[src/rtl/vsetvl_if.sv]
// Instruction-side handshake plus CSR write port and rd writeback of the vsetvl unit.
interface vsetvl_if;
    logic        instr_valid;
    logic        instr_ready;
    logic [31:0] instr;
    logic [31:0] rs1_data;
    logic [31:0] rs2_data;
    logic [31:0] cur_vl;
    logic        vconfig_wr_en;
    logic [31:0] vl_in;
    logic [31:0] vtype_in;
    logic        rd_wr_en;
    logic [4:0]  rd_addr;
    logic [31:0] rd_data;
    logic        busy;

    // Unit side: consumes the instruction, produces CSR and writeback traffic.
    modport slave (
        input  instr_valid, instr, rs1_data, rs2_data, cur_vl,
        output instr_ready, vconfig_wr_en, vl_in, vtype_in,
        output rd_wr_en, rd_addr, rd_data, busy
    );

    // Issue side: presents instructions, observes the results.
    modport master (
        output instr_valid, instr, rs1_data, rs2_data, cur_vl,
        input  instr_ready, vconfig_wr_en, vl_in, vtype_in,
        input  rd_wr_en, rd_addr, rd_data, busy
    );
endinterface

[src/rtl/vsetvl_unit.sv]
// RVV configuration-instruction unit: decodes vsetvli/vsetivli/vsetvl, resolves
// AVL and vtype, computes VLMAX and the new vl, then writes the vector CSR and rd.
// Flow is IDLE -> CALC -> WRITE -> IDLE, one instruction every three cycles.
module vsetvl_unit #(
    parameter int VLEN = 128,
    parameter int ELEN = 32
) (
    input  logic     clk,
    input  logic     rst,
    vsetvl_if.slave  bus
);

    localparam logic [1:0] S_IDLE  = 2'b00;
    localparam logic [1:0] S_CALC  = 2'b01;
    localparam logic [1:0] S_WRITE = 2'b10;

    localparam logic [6:0] OPC_V    = 7'b1010111;
    localparam logic [2:0] F3_CFG   = 3'b111;
    localparam logic [31:0] VILL_VT = 32'h8000_0000;

    logic [1:0]  state_q, state_d;
    logic [31:0] vtype_q, vtype_d;
    logic [31:0] avl_q, avl_d;
    logic [4:0]  rd_q, rd_d;
    logic        vill_q, vill_d;
    logic [31:0] vlmax_q, vlmax_d;
    logic [31:0] vl_out_q, vl_out_d;
    logic [31:0] vtype_out_q, vtype_out_d;
    logic [4:0]  rd_out_q, rd_out_d;

    logic        is_vsetvli, is_vsetivli, is_vsetvl, is_cfg, accept;
    logic [4:0]  dec_rs1, dec_rd;
    logic [31:0] dec_vtype, dec_avl;
    logic [2:0]  vsew, vlmul;
    logic [31:0] sew, vlen_per_sew, vlmax_calc;
    logic        vill_calc;
    logic [31:0] vl_now, vtype_now;

    // Decode the presented word and resolve vtype and AVL at acceptance time.
    always_comb begin
        dec_rs1     = bus.instr[19:15];
        dec_rd      = bus.instr[11:7];
        is_vsetvli  = (bus.instr[31] == 1'b0);
        is_vsetivli = (bus.instr[31:30] == 2'b11);
        is_vsetvl   = (bus.instr[31:25] == 7'b1000000);
        is_cfg      = (bus.instr[6:0] == OPC_V) && (bus.instr[14:12] == F3_CFG) &&
                      (is_vsetvli || is_vsetivli || is_vsetvl);

        if (is_vsetivli)    dec_vtype = {22'b0, bus.instr[29:20]};
        else if (is_vsetvl) dec_vtype = bus.rs2_data;
        else                dec_vtype = {21'b0, bus.instr[30:20]};

        // rs1=x0 with rd!=x0 requests the maximum vl; with rd=x0 it keeps the current vl.
        if (is_vsetivli)        dec_avl = {27'b0, dec_rs1};
        else if (dec_rs1 != 0)  dec_avl = bus.rs1_data;
        else if (dec_rd != 0)   dec_avl = 32'hFFFF_FFFF;
        else                    dec_avl = bus.cur_vl;

        accept = bus.instr_valid && (state_q == S_IDLE) && is_cfg;
    end

    // Evaluate SEW, legality and VLMAX from the latched vtype.
    always_comb begin
        vsew         = vtype_q[5:3];
        vlmul        = vtype_q[2:0];
        sew          = 32'd8 << vsew;
        vlen_per_sew = 32'(VLEN) >> ({1'b0, vsew} + 4'd3);
        if (vlmul[2] == 1'b0) vlmax_calc = vlen_per_sew << vlmul;
        else                  vlmax_calc = vlen_per_sew >> (4'd8 - {1'b0, vlmul});
        vill_calc = (vsew[2] == 1'b1) || (sew > 32'(ELEN)) || (vlmul == 3'b100) ||
                    (vtype_q[31:8] != 24'b0) || (vlmax_calc == 32'b0);
    end

    // Result of the WRITE cycle: clipped vl and the vtype actually committed.
    always_comb begin
        vl_now    = vill_q ? 32'b0 : ((avl_q < vlmax_q) ? avl_q : vlmax_q);
        vtype_now = vill_q ? VILL_VT : {24'b0, vtype_q[7:0]};
    end

    // Next-state and next-value logic for every flop.
    always_comb begin
        // NOTE: every variable gets its hold value first so no path leaves it unassigned (no latch).
        state_d     = state_q;
        vtype_d     = vtype_q;
        avl_d       = avl_q;
        rd_d        = rd_q;
        vill_d      = vill_q;
        vlmax_d     = vlmax_q;
        vl_out_d    = vl_out_q;
        vtype_out_d = vtype_out_q;
        rd_out_d    = rd_out_q;
        case (state_q)
            S_IDLE: begin
                if (accept) begin
                    vtype_d = dec_vtype;
                    avl_d   = dec_avl;
                    rd_d    = dec_rd;
                    state_d = S_CALC;
                end
            end
            S_CALC: begin
                vill_d  = vill_calc;
                vlmax_d = vlmax_calc;
                state_d = S_WRITE;
            end
            S_WRITE: begin
                vl_out_d    = vl_now;
                vtype_out_d = vtype_now;
                rd_out_d    = rd_q;
                state_d     = S_IDLE;
            end
            default: state_d = S_IDLE;
        endcase
    end

    // State registers with synchronous reset; reset drops any in-flight instruction.
    always_ff @(posedge clk) begin
        // NOTE: non-blocking assignments so every flop samples pre-edge values.
        if (rst) begin
            state_q     <= S_IDLE;
            vtype_q     <= '0;
            avl_q       <= '0;
            rd_q        <= '0;
            vill_q      <= 1'b0;
            vlmax_q     <= '0;
            vl_out_q    <= '0;
            vtype_out_q <= '0;
            rd_out_q    <= '0;
        end else begin
            state_q     <= state_d;
            vtype_q     <= vtype_d;
            avl_q       <= avl_d;
            rd_q        <= rd_d;
            vill_q      <= vill_d;
            vlmax_q     <= vlmax_d;
            vl_out_q    <= vl_out_d;
            vtype_out_q <= vtype_out_d;
            rd_out_q    <= rd_out_d;
        end
    end

    // Outputs: live values during WRITE, last committed values otherwise.
    always_comb begin
        bus.instr_ready   = (state_q == S_IDLE);
        bus.busy          = (state_q != S_IDLE);
        bus.vconfig_wr_en = (state_q == S_WRITE);
        bus.rd_wr_en      = (state_q == S_WRITE) && (rd_q != 5'd0);
        bus.vl_in         = (state_q == S_WRITE) ? vl_now    : vl_out_q;
        bus.vtype_in      = (state_q == S_WRITE) ? vtype_now : vtype_out_q;
        bus.rd_addr       = (state_q == S_WRITE) ? rd_q      : rd_out_q;
        bus.rd_data       = bus.vl_in;
    end

endmodule

[src/flat_wrapper.sv]
// flat-port wrapper written by rule: the top's interface ports become plain ports
module vsetvl_unit_flat 
#(
    parameter int VLEN = 128,
    parameter int ELEN = 32
)
  (clk, rst, bus_instr_valid, bus_instr, bus_rs1_data, bus_rs2_data, bus_cur_vl, bus_instr_ready, bus_vconfig_wr_en, bus_vl_in, bus_vtype_in, bus_rd_wr_en, bus_rd_addr, bus_rd_data, bus_busy);
  vsetvl_if bus_i ();
  input  logic clk;
  input  logic rst;
  input wire logic [$bits(bus_i.instr_valid)-1:0] bus_instr_valid;
  input wire logic [$bits(bus_i.instr)-1:0] bus_instr;
  input wire logic [$bits(bus_i.rs1_data)-1:0] bus_rs1_data;
  input wire logic [$bits(bus_i.rs2_data)-1:0] bus_rs2_data;
  input wire logic [$bits(bus_i.cur_vl)-1:0] bus_cur_vl;
  output wire logic [$bits(bus_i.instr_ready)-1:0] bus_instr_ready;
  output wire logic [$bits(bus_i.vconfig_wr_en)-1:0] bus_vconfig_wr_en;
  output wire logic [$bits(bus_i.vl_in)-1:0] bus_vl_in;
  output wire logic [$bits(bus_i.vtype_in)-1:0] bus_vtype_in;
  output wire logic [$bits(bus_i.rd_wr_en)-1:0] bus_rd_wr_en;
  output wire logic [$bits(bus_i.rd_addr)-1:0] bus_rd_addr;
  output wire logic [$bits(bus_i.rd_data)-1:0] bus_rd_data;
  output wire logic [$bits(bus_i.busy)-1:0] bus_busy;
  assign bus_i.instr_valid = bus_instr_valid;
  assign bus_i.instr = bus_instr;
  assign bus_i.rs1_data = bus_rs1_data;
  assign bus_i.rs2_data = bus_rs2_data;
  assign bus_i.cur_vl = bus_cur_vl;
  assign bus_instr_ready = bus_i.instr_ready;
  assign bus_vconfig_wr_en = bus_i.vconfig_wr_en;
  assign bus_vl_in = bus_i.vl_in;
  assign bus_vtype_in = bus_i.vtype_in;
  assign bus_rd_wr_en = bus_i.rd_wr_en;
  assign bus_rd_addr = bus_i.rd_addr;
  assign bus_rd_data = bus_i.rd_data;
  assign bus_busy = bus_i.busy;
  vsetvl_unit #(.VLEN(VLEN), .ELEN(ELEN)) u_core (.clk(clk), .rst(rst), .bus(bus_i));
endmodule
[config.mk]
export PLATFORM = sky130hd
export DESIGN_NAME = vsetvl_unit_flat
export DESIGN_NICKNAME = d
export VERILOG_FILES = /design/src/rtl/vsetvl_if.sv /design/src/rtl/vsetvl_unit.sv /design/src/flat_wrapper.sv
export SDC_FILE = /design/constraint.sdc
export NUM_CORES = 1
export LEC_CHECK = 0
export BUFFER_PORTS_ARGS = -buffer_cell sky130_fd_sc_hd__buf_2
export CAP_MARGIN = 25
export CORE_ASPECT_RATIO = 0.7
export CORE_MARGIN = 3
export CORE_UTILIZATION = 40
export DETAILED_ROUTE_END_ITERATION = 12
export PLACE_DENSITY = 0.66
export SLEW_MARGIN = 10
export SYNTH_ARGS = -nofsm -noshare
export SYNTH_HDL_FRONTEND = slang
export SYNTH_SLANG_ARGS = --single-unit
export TNS_END_PERCENT = 100
[constraint.sdc]
create_clock -name clk -period 3 [get_ports clk]
set_input_delay 0.6 -clock clk [delete_from_list [all_inputs] [get_ports clk]]
set_output_delay 0.6 -clock clk [all_outputs]
set_load 0.01 [all_outputs]
After elaboration in Yosys (flattened, before gate mapping)
Index checks and enable logic that the tools add are counted.

storage, ports and cells
  flip-flop bits (word level) = 173
  input port bits = 131
  output and inout bits = 105
  word-level logic and storage cells = 59

operators by class
  add/subtract/negate cells = 2
  $lt $le $gt $ge = 2
  equal/unequal tests = 8
  shifts and indexed selects = 4
  mux-type cells = 14
  bitwise gates (word level) = 1
  reduce and logical (&&, ||, !) cells = 19

operators by type and width
  operator                                                         count
  two-way mux 32 bit                                               11
  greater-than comparator 32 x 6 -> 1 bit (second input constant)  1
  zero test 32 bit                                                 1
  less-than comparator 32 bit                                      1
  << shifter 32 x 3 -> 32 bit                                      1
  << shifter 4 x 3 -> 32 bit (first input constant)                1
  right shift 32 x 4 -> 32 bit                                     1
  right shift 8 x 4 -> 32 bit (first input constant)               1
  nonzero test 24 bit                                              1
  nonzero test 5 bit                                               3
  equality test 7 bit (second input constant)                      2
  equality test 3 bit (second input constant)                      2
  logical OR 1 bit                                                 6
  logical AND 1 bit                                                5
  two-way mux 5 bit                                                1
  adder 3 x 2 -> 4 bit (second input constant)                     1
  equality test 2 bit (second input constant)                      2
  case mux 2 bit (2 select lines)                                  1
  subtractor 4 x 3 -> 4 bit (first input constant)                 1
  equality test 2 x 1 -> 1 bit (second input constant)             1
  zero test 2 bit                                                  1
  two-way mux 2 bit                                                1
  != test 2 x 1 -> 1 bit (second input constant)                   1
  AND reduction 2 bit                                              1
  other kinds (2)                                                  2

Longest topological paths before layout
Gate-level depths: netlist of run 1.

  depth after elaboration = 7
  gate-level depth with buffers = 9

Least setup slack after synthesis of run 1
Ideal clock, no wire load.

  kind = reg2out
  start point = register u_core.vlmax_q[1]
  end point = output port bus_vl_in[4]
  arrival = 2.146 ns
  slack = 0.254 ns
  cell stages (with the launch flop) = 9
  path buffers = 2
  path through = dfxtp_1 > inv_1 > ha_1 > a2111o_1 > a311oi_2 > buf_6 > mux2i_1 > nand2_1 > buf_4

on the way
  longest elaborated chain between the ends = 4

RTL lines
  what                             line                RTL
  start: declaration               vsetvl_unit.sv:26   logic [31:0] vlmax_q, vlmax_d;
  start signal: assignment         vsetvl_unit.sv:135  vlmax_q <= vlmax_d;
  less-than comparator 32 bit      vsetvl_unit.sv:76   vl_now = vill_q ? 32'b0 : ((avl_q < vlmax_q) ? avl_q : vlmax_q);
  two-way mux 32 bit (2 in a row)  vsetvl_unit.sv:76
  two-way mux 32 bit               vsetvl_unit.sv:148  bus.vl_in = (state_q == S_WRITE) ? vl_now : vl_out_q;
  end: declaration                 flat_wrapper.sv:18  output wire logic [$bits(bus_i.vl_in)-1:0] bus_vl_in;

Every way passes these cells.

Worst setup path after layout of run 1
  start point = register u_core.avl_q[1]
  end point = output port bus_rd_data[8]

on the way
  longest elaborated chain between the ends = 4

RTL lines
  what                             line                RTL
  start: declaration               vsetvl_unit.sv:23   logic [31:0] avl_q, avl_d;
  start signal: assignment         vsetvl_unit.sv:132  avl_q <= avl_d;
  less-than comparator 32 bit      vsetvl_unit.sv:76
  two-way mux 32 bit (2 in a row)  vsetvl_unit.sv:76
  two-way mux 32 bit               vsetvl_unit.sv:148
  end: declaration                 flat_wrapper.sv:22  output wire logic [$bits(bus_i.rd_data)-1:0] bus_rd_data;

Every way passes these cells.

==> out/metrics.cfg, run 1 <==
[route]
vias = 6699
drt_drc_violations_left = 0
dr.pass1.iters = 5
first_iter_violations = 566
wl_mm = 21.4
wl_per_cell_um = 16.7
drtAntennaViolNets = 0
vias_per_cell = 5.21

[hold_path]
hold_class = input pin to flip-flop
worstHoldStart = bus_rs2_data[27]

[die]
die_h_um = 118
io_pins = 236
core_um2 = 17400
initial_core_util_pct = 41.3
die_x_um = 166
die_area_um2 = 19700
row_count = 40

[clocking]
cts_buffer_depth = 2
holdBufCountCts = 0
cts_buffers = 17
path_clk_slew_ns = 0.07
root_buffer = clkbuf_16
clk_latency_ns = 0.43
cts.sinks = 153
htree_levels = 4
cts_tree = done

[placement]
globalplace.congestion = 0.928
port_buffers = 235
pre_cts_ws_ns = 0.277
dp_hpwl_mm = 15.4

[synthesis]
synth_seq_area_share_pct = 42.5
synth_top_flop_cell = dfxtp_1
avgSynthCellArea_um2 = 8.52
synth_edf_count = 0
synth_warnings = 0
netlist_instances = 845
ys_types = 59
netlist_area_um2 = 7200
synth-async-reset-ratio_pct = 0
yosys_register_bits = 153
syn_nets = 989

[critical_path]
rrSetupSlack_ns = 0.36
worstSetupPathType = flip-flop to primary output
arrival_ns = 2.54
rr_startpoint = u_core.avl_q[15]$_SDFFE_PP0P_
critical_path.startpoint = u_core.avl_q[1]$_SDFFE_PP0P_
crit_fanout = 7
required_ns = 2.40
startpoint_type = flip-flop
cp-end-kind = primary output

[grt]
grt_pass1_vias = 6099
grt_max_degree = 75
grt_use_total_pct = 21.0
grt_pass1_wl_mm = 33.1
grt_antenna_before_repair = 4
grt.overflow.total = 0

[power_and_ir_drop]
p_switching_uw = 1010
vdd_drop_max_v = 0.000220
p_comb_share_pct = 4.2
p_seq_share_pct = 47.0
power_frac_clock_pct = 48.8
p_int_uw = 3310
p_sw_share_pct = 23.3
leakagePower_uw = 0.00420
powerDensity_nw_per_um2 = 467

[layout]
fin_nets = 1185
n_fill_cell = 1673
final_util_pct = 53.1
syn_to_final_growth_pct = 28.5
diodes = 0
layout-drive-gt1-share_pct = 33.5

[sta]
skew_ns = 0.00811
hold_ws_ns = 0.377
fin_crit_ns = 3.14
max_freq_mhz = 318
hold_viol = 0
fin_crit_sh_pct = 105
max_slew_margin_pct = 45.1
rsz0062_at_grt = yes
setup_tns_ns = -2.20
slew_viol_final = 0
setup_violations = 24
post-route-worst-setup-slack_ns = -0.143
worst_slew_pin_slew_ns = 0.823

[outcome]
outcome = finished, violations left
failed_checks = setup timing

[job]
drv_cap = 0

-- power groups by stage --
stage	Sequential, uW	Clock (uW)	Combinational (uW)
2_1_floorplan	2080	0	68.5
3_3_place_gp	2080	0	180
3_5_place_dp	2080	0	180
4_1_cts	2030	2150	181
5_1_grt	2030	2230	201
6_report	2030	2110	181
-- cell families (layout without fill, tap and decap cells) --
family,Yosys count,in the layout,synth area share [%]
AOI/OAI and AO/OA,208,208,20.1
adders and majority gates,13,13,2.26
xor gates and xnor gates,3,3,0.365
and+or+nand+nor,332,333,24.1
muxes,17,17,2.36
DFF,153,153,42.5
buffers and inverters,119,327,8.25
-- layer usage --
| metal | up-vias | wire [um] | global-route usage [%] |
|---|---|---|---|
| li1 | 3363 | - | - |
| met1 | 3028 | 11100 | 33.5 |
| met2 | 276 | 8170 | 27.7 |
| met3 | 24 | 1810 | 4.81 |
| met4 | 8 | 257 | 5.72 |
| met5 | - | 55 | 0 |
-- final timing paths --
path              depth (start not counted)                         endpoint
setup / recovery                          7                   bus_rd_data[8]
setup reg to reg                         11    u_core.vl_out_q[8]$_SDFF_PP0_
hold / removal                            2  u_core.vtype_q[27]$_SDFFE_PP0P_
hold reg to reg                           2  u_core.vtype_q[10]$_SDFFE_PP0P_
-- placed cells by master, fill, tap and decap left out, drive strengths merged, types with 12 or more instances in the layout --
master    n
buf     277
clkbuf   19
a21oi    61
o211ai   28
nand2b   16
and3     44
o21a     27
nor2     31
and2     61
ha       13
a211oi   19
inv      25
dfxtp   153
nor3     38
nand2   100
a22oi    12
mux2i    17
a22o     21
-- repair_timing --
| item | in CTS | in global routing |
|---|---|---|
| cloned | 1 | 1 |
| gates resized for setup | 17 | 22 |
| pin swaps | 9 | 7 |
| hold endpoints to repair | 0 | 0 |
| setup buffers | 7 | 2 |
| endpoints found under the setup margin | 24 | 24 |
-- cell usage after synthesis (all sizes together) (4+ instances only) --
cell type	n	area (um2)
dfxtp	153	3060
nand2	100	375
a21oi	61	305
and2	61	382
clkbuf	53	199
buf	48	328
and3	44	275
nor3	38	201
nor2	31	116
o211ai	28	210
o21a	27	203
a22o	21	184
a211oi	19	143
inv	18	67.6
mux2i	17	170
nand2b	16	100
ha	13	163
a22oi	12	90.1
nor4	11	68.8
o21ai	11	55.1
nand3	7	35.0
o221ai	5	43.8
nand4	4	25.0
nor2b	4	25.0
o31ai	4	30.0
-- final cells by class --
cell class | instances | area [um2] | share of cell area, %
flip-flops and latches | 153 | 3070 | 33.2
clock inverters | 13 | 135 | 1.46
clock buffers | 19 | 443 | 4.79
multi-input cells | 574 | 3730 | 40.3
well taps | 231 | 289 | 3.12
inverters | 18 | 67.6 | 0.730
repair buffers | 277 | 1510 | 16.4
-- registers in the layout, summed over array words and instances (netlist names) --
name and flops:
u_core.rd_q 5, u_core.avl_q 32, u_core.vlmax_q 12, u_core.vl_out_q 32
u_core.vill_q 1, u_core.vtype_out_q 32, u_core.vtype_q 32, u_core.rd_out_q 5
u_core.state_q 2
-- metrics by stage --
step | cells | total power (uW) | cell area, um2
finish | 1285 | 4320 | 9250
global route | 1285 | 4460 | 9250
CTS | 1282 | 4360 | 9120
detailed placement | 1242 | 2260 | 8410
global placement | 1242 | 2260 | 8410
floorplan | 845 | 2150 | 7200
-- critical path: stages (launching register included) --
cell,delay [ns]
dfxtp_4,0.37
ha_4,0.23
a2111o_1,0.37
a311oi_2,0.38
buf_6,0.23
mux2i_2,0.24
nand2_1,0.14
buf_2,0.17
Power figures use the tool's default switching activity.
==> inputs of run 2 (changes only) <==
--- a/config.mk
+++ b/config.mk
@@ -7,11 +7,13 @@
 export LEC_CHECK = 0
 export BUFFER_PORTS_ARGS = -buffer_cell sky130_fd_sc_hd__buf_2
 export CAP_MARGIN = 25
+export CELL_PAD_IN_SITES_DETAIL_PLACEMENT = 0
+export CELL_PAD_IN_SITES_GLOBAL_PLACEMENT = 1
 export CORE_ASPECT_RATIO = 0.7
 export CORE_MARGIN = 3
-export CORE_UTILIZATION = 40
+export CORE_UTILIZATION = 37
 export DETAILED_ROUTE_END_ITERATION = 12
-export PLACE_DENSITY = 0.66
+export PLACE_DENSITY_LB_ADDON = 0.1
 export SLEW_MARGIN = 10
 export SYNTH_ARGS = -nofsm -noshare
 export SYNTH_HDL_FRONTEND = slang
==> run 2 against run 1 <==
Net effect: the run still ends with setup timing left; worst hold slack worse by 0.00054 ns; critical path type unchanged; worst setup slack worse by 0.011 ns; die area up 7.7%; critical path depth unchanged; global-route usage down 0.73 points; clock skew up 0.0019 ns; cell area down 0.51%.
==> out/metrics.cfg, run 2 (same netlist as run 1, synthesis figures left out) <==
[outcome]
outcome = finished, violations left
failed_checks = setup timing

[sta]
setup_violations = 24  ; unchanged
fin_crit_sh_pct = 105  ; +0.37 points
setup_tns_ns = -2.81  ; -0.612 ns
slew_viol_final = 0  ; unchanged
max_slew_margin_pct = 43.0  ; -2.2 points
skew_ns = 0.0100  ; +0.00190 ns
fin_crit_ns = 3.15  ; +0.0112 ns
hold_viol = 0  ; unchanged
post-route-worst-setup-slack_ns = -0.154  ; -0.0112 ns
rsz0062_at_grt = yes
max_freq_mhz = 317  ; -0.36%
worst_slew_pin_slew_ns = 0.856  ; +0.0324 ns

[placement]
placed_cell_area_um2 = 8410  ; about the same
dp_hpwl_mm = 15.7  ; +1.9%
globalplace.congestion = 0.817  ; -12%
port_buffers = 235  ; unchanged

[power_and_ir_drop]
powerDensity_nw_per_um2 = 473  ; +1.3%
power_frac_clock_pct = 49.2  ; +0.4 points
p_switching_uw = 1030  ; +2.6%
p_seq_share_pct = 46.7  ; -0.3 points
leakagePower_uw = 0.00411  ; -2.3%
p_comb_share_pct = 4.1  ; about the same
vdd_drop_max_v = 0.000328  ; +49%
p_sw_share_pct = 23.7  ; +0.42 points
p_int_uw = 3320  ; +0.23%

[clocking]
cts_tree = done
htree_levels = 4  ; unchanged
path_clk_slew_ns = 0.07  ; about the same
clk_latency_ns = 0.43  ; about the same
cts_buffers = 17  ; unchanged
root_buffer = clkbuf_16
cts.sinks = 153  ; unchanged
cts_buffer_depth = 2  ; unchanged
holdBufCountCts = 0  ; unchanged

[grt]
grt_max_degree = 75  ; unchanged
grt_use_total_pct = 20.3  ; -0.73 points
grt.overflow.total = 0  ; unchanged
grt_pass1_vias = 5975  ; -2.0%
grt_antenna_before_repair = 3  ; -1
grt_pass1_wl_mm = 33.7  ; +1.8%

[die]
row_count = 42  ; +5.0%
die_area_um2 = 21200  ; +7.7%
die_x_um = 173  ; +3.8%
die_h_um = 123  ; +3.8%
core_um2 = 19000  ; +8.9%
io_pins = 236  ; unchanged
initial_core_util_pct = 38.0  ; -3.4 points

[hold_path]
hold_class = input pin to flip-flop
hold_path_depth = 2  ; unchanged

[layout]
final_util_pct = 48.5  ; -4.6 points
mostFrequentLayoutCells = buf_2 (227), dfxtp_1 (150), nand2_1 (95), a21oi_1 (61), and2_1 (60)
final_common_cell = buf_2
layout-drive-gt1-share_pct = 31.9  ; -1.6 points
fin_area_um2 = 9200  ; -0.51%
fin_nets = 1173  ; -1.0%
syn_to_final_growth_pct = 27.8

[critical_path]
crit_fanout = 6  ; -1
required_ns = 2.40  ; about the same
worstSetupPathType = flip-flop to primary output
arrival_ns = 2.55  ; about the same
reg2reg_depth = 8  ; -3
cp-end-kind = primary output
startpoint_type = flip-flop

[route]
dr.pass1.iters = 5  ; unchanged
wl_mm = 21.7  ; +1.5%
first_iter_violations = 390  ; -31%
vias = 6473  ; -3.4%
wl_per_cell_um = 16.6  ; -0.24%
drt_drc_violations_left = 0  ; unchanged
vias_per_cell = 4.95  ; -5.0%
drtAntennaViolNets = 0  ; unchanged

[job]
drv_cap = 0  ; unchanged

run 2: path summary, 6_finish.rpt:
path / startpoint / to / slack, ns
min: bus_rs2_data[31] / u_core.vtype_q[31]$_SDFFE_PP0P_ / 0.38
max reg2reg: u_core.vtype_q[1]$_SDFFE_PP0P_ / u_core.vill_q$_SDFFE_PP0N_ / 0.55
min reg2reg: u_core.vlmax_q[4]$_SDFFE_PP0N_ / u_core.vlmax_q[4]$_SDFFE_PP0N_ / 0.45
max: u_core.avl_q[1]$_SDFFE_PP0P_ / bus_rd_data[0] / -0.15
run 2: through the flow:
stage	setup slack [ns]	instances	power, uW	hold slack [ns]
6_report	-0.154	1307	4350	0.377
5_1_grt	-0.237	1306	4500	0.365
4_1_cts	-0.189	1306	4410	0.360
3_5_place_dp	0.218	1271	2250	0.446
3_3_place_gp	0.293	1271	2260	0.441
2_1_floorplan	0.254	845	2150	0.432
run 2: area by class of cell:
type	count	area, um2
clock buffer	18	439
sequential	153	3070
multi-input combinational	573	3680
clock inverter	14	149
timing repair buffer	266	1460
antenna	1	2.50
inverter	18	67.6
fill	1848	9770
tap	264	330
run 2: per-layer routing:
layer | up-vias | routed length (um) | track usage (%)
met3 | 19 | 1690 | 5.57
met1 | 2892 | 11500 | 31.7
met5 | - | 34 | 0
li1 | 3352 | - | -
met4 | 6 | 214 | 5.92
met2 | 204 | 8260 | 26.5
run 2: critical path, stage by stage (launching register included):
cell      delay, ns
dfxtp_4        0.36
ha_4           0.23
a2111o_1       0.44
a311oi_4       0.35
buf_6          0.23
mux2i_4        0.25
nand2_2        0.11
buf_6          0.15
run 2: power by group through the flow:
| stage | logic (uW) | clock network [uW] | registers (uW) |
|---|---|---|---|
| after floorplan | 68.5 | 0 | 2080 |
| after global placement | 179 | 0 | 2080 |
| after detailed placement | 178 | 0 | 2080 |
| after CTS | 179 | 2200 | 2030 |
| after global routing | 199 | 2280 | 2030 |
| final | 179 | 2140 | 2030 |
run 2: what timing repair did:
action,in CTS,in global routing
setup endpoints to repair,24,24
gates resized for setup,16,24
setup buffers,2,0
cloned,1,0
pin swaps,3,6
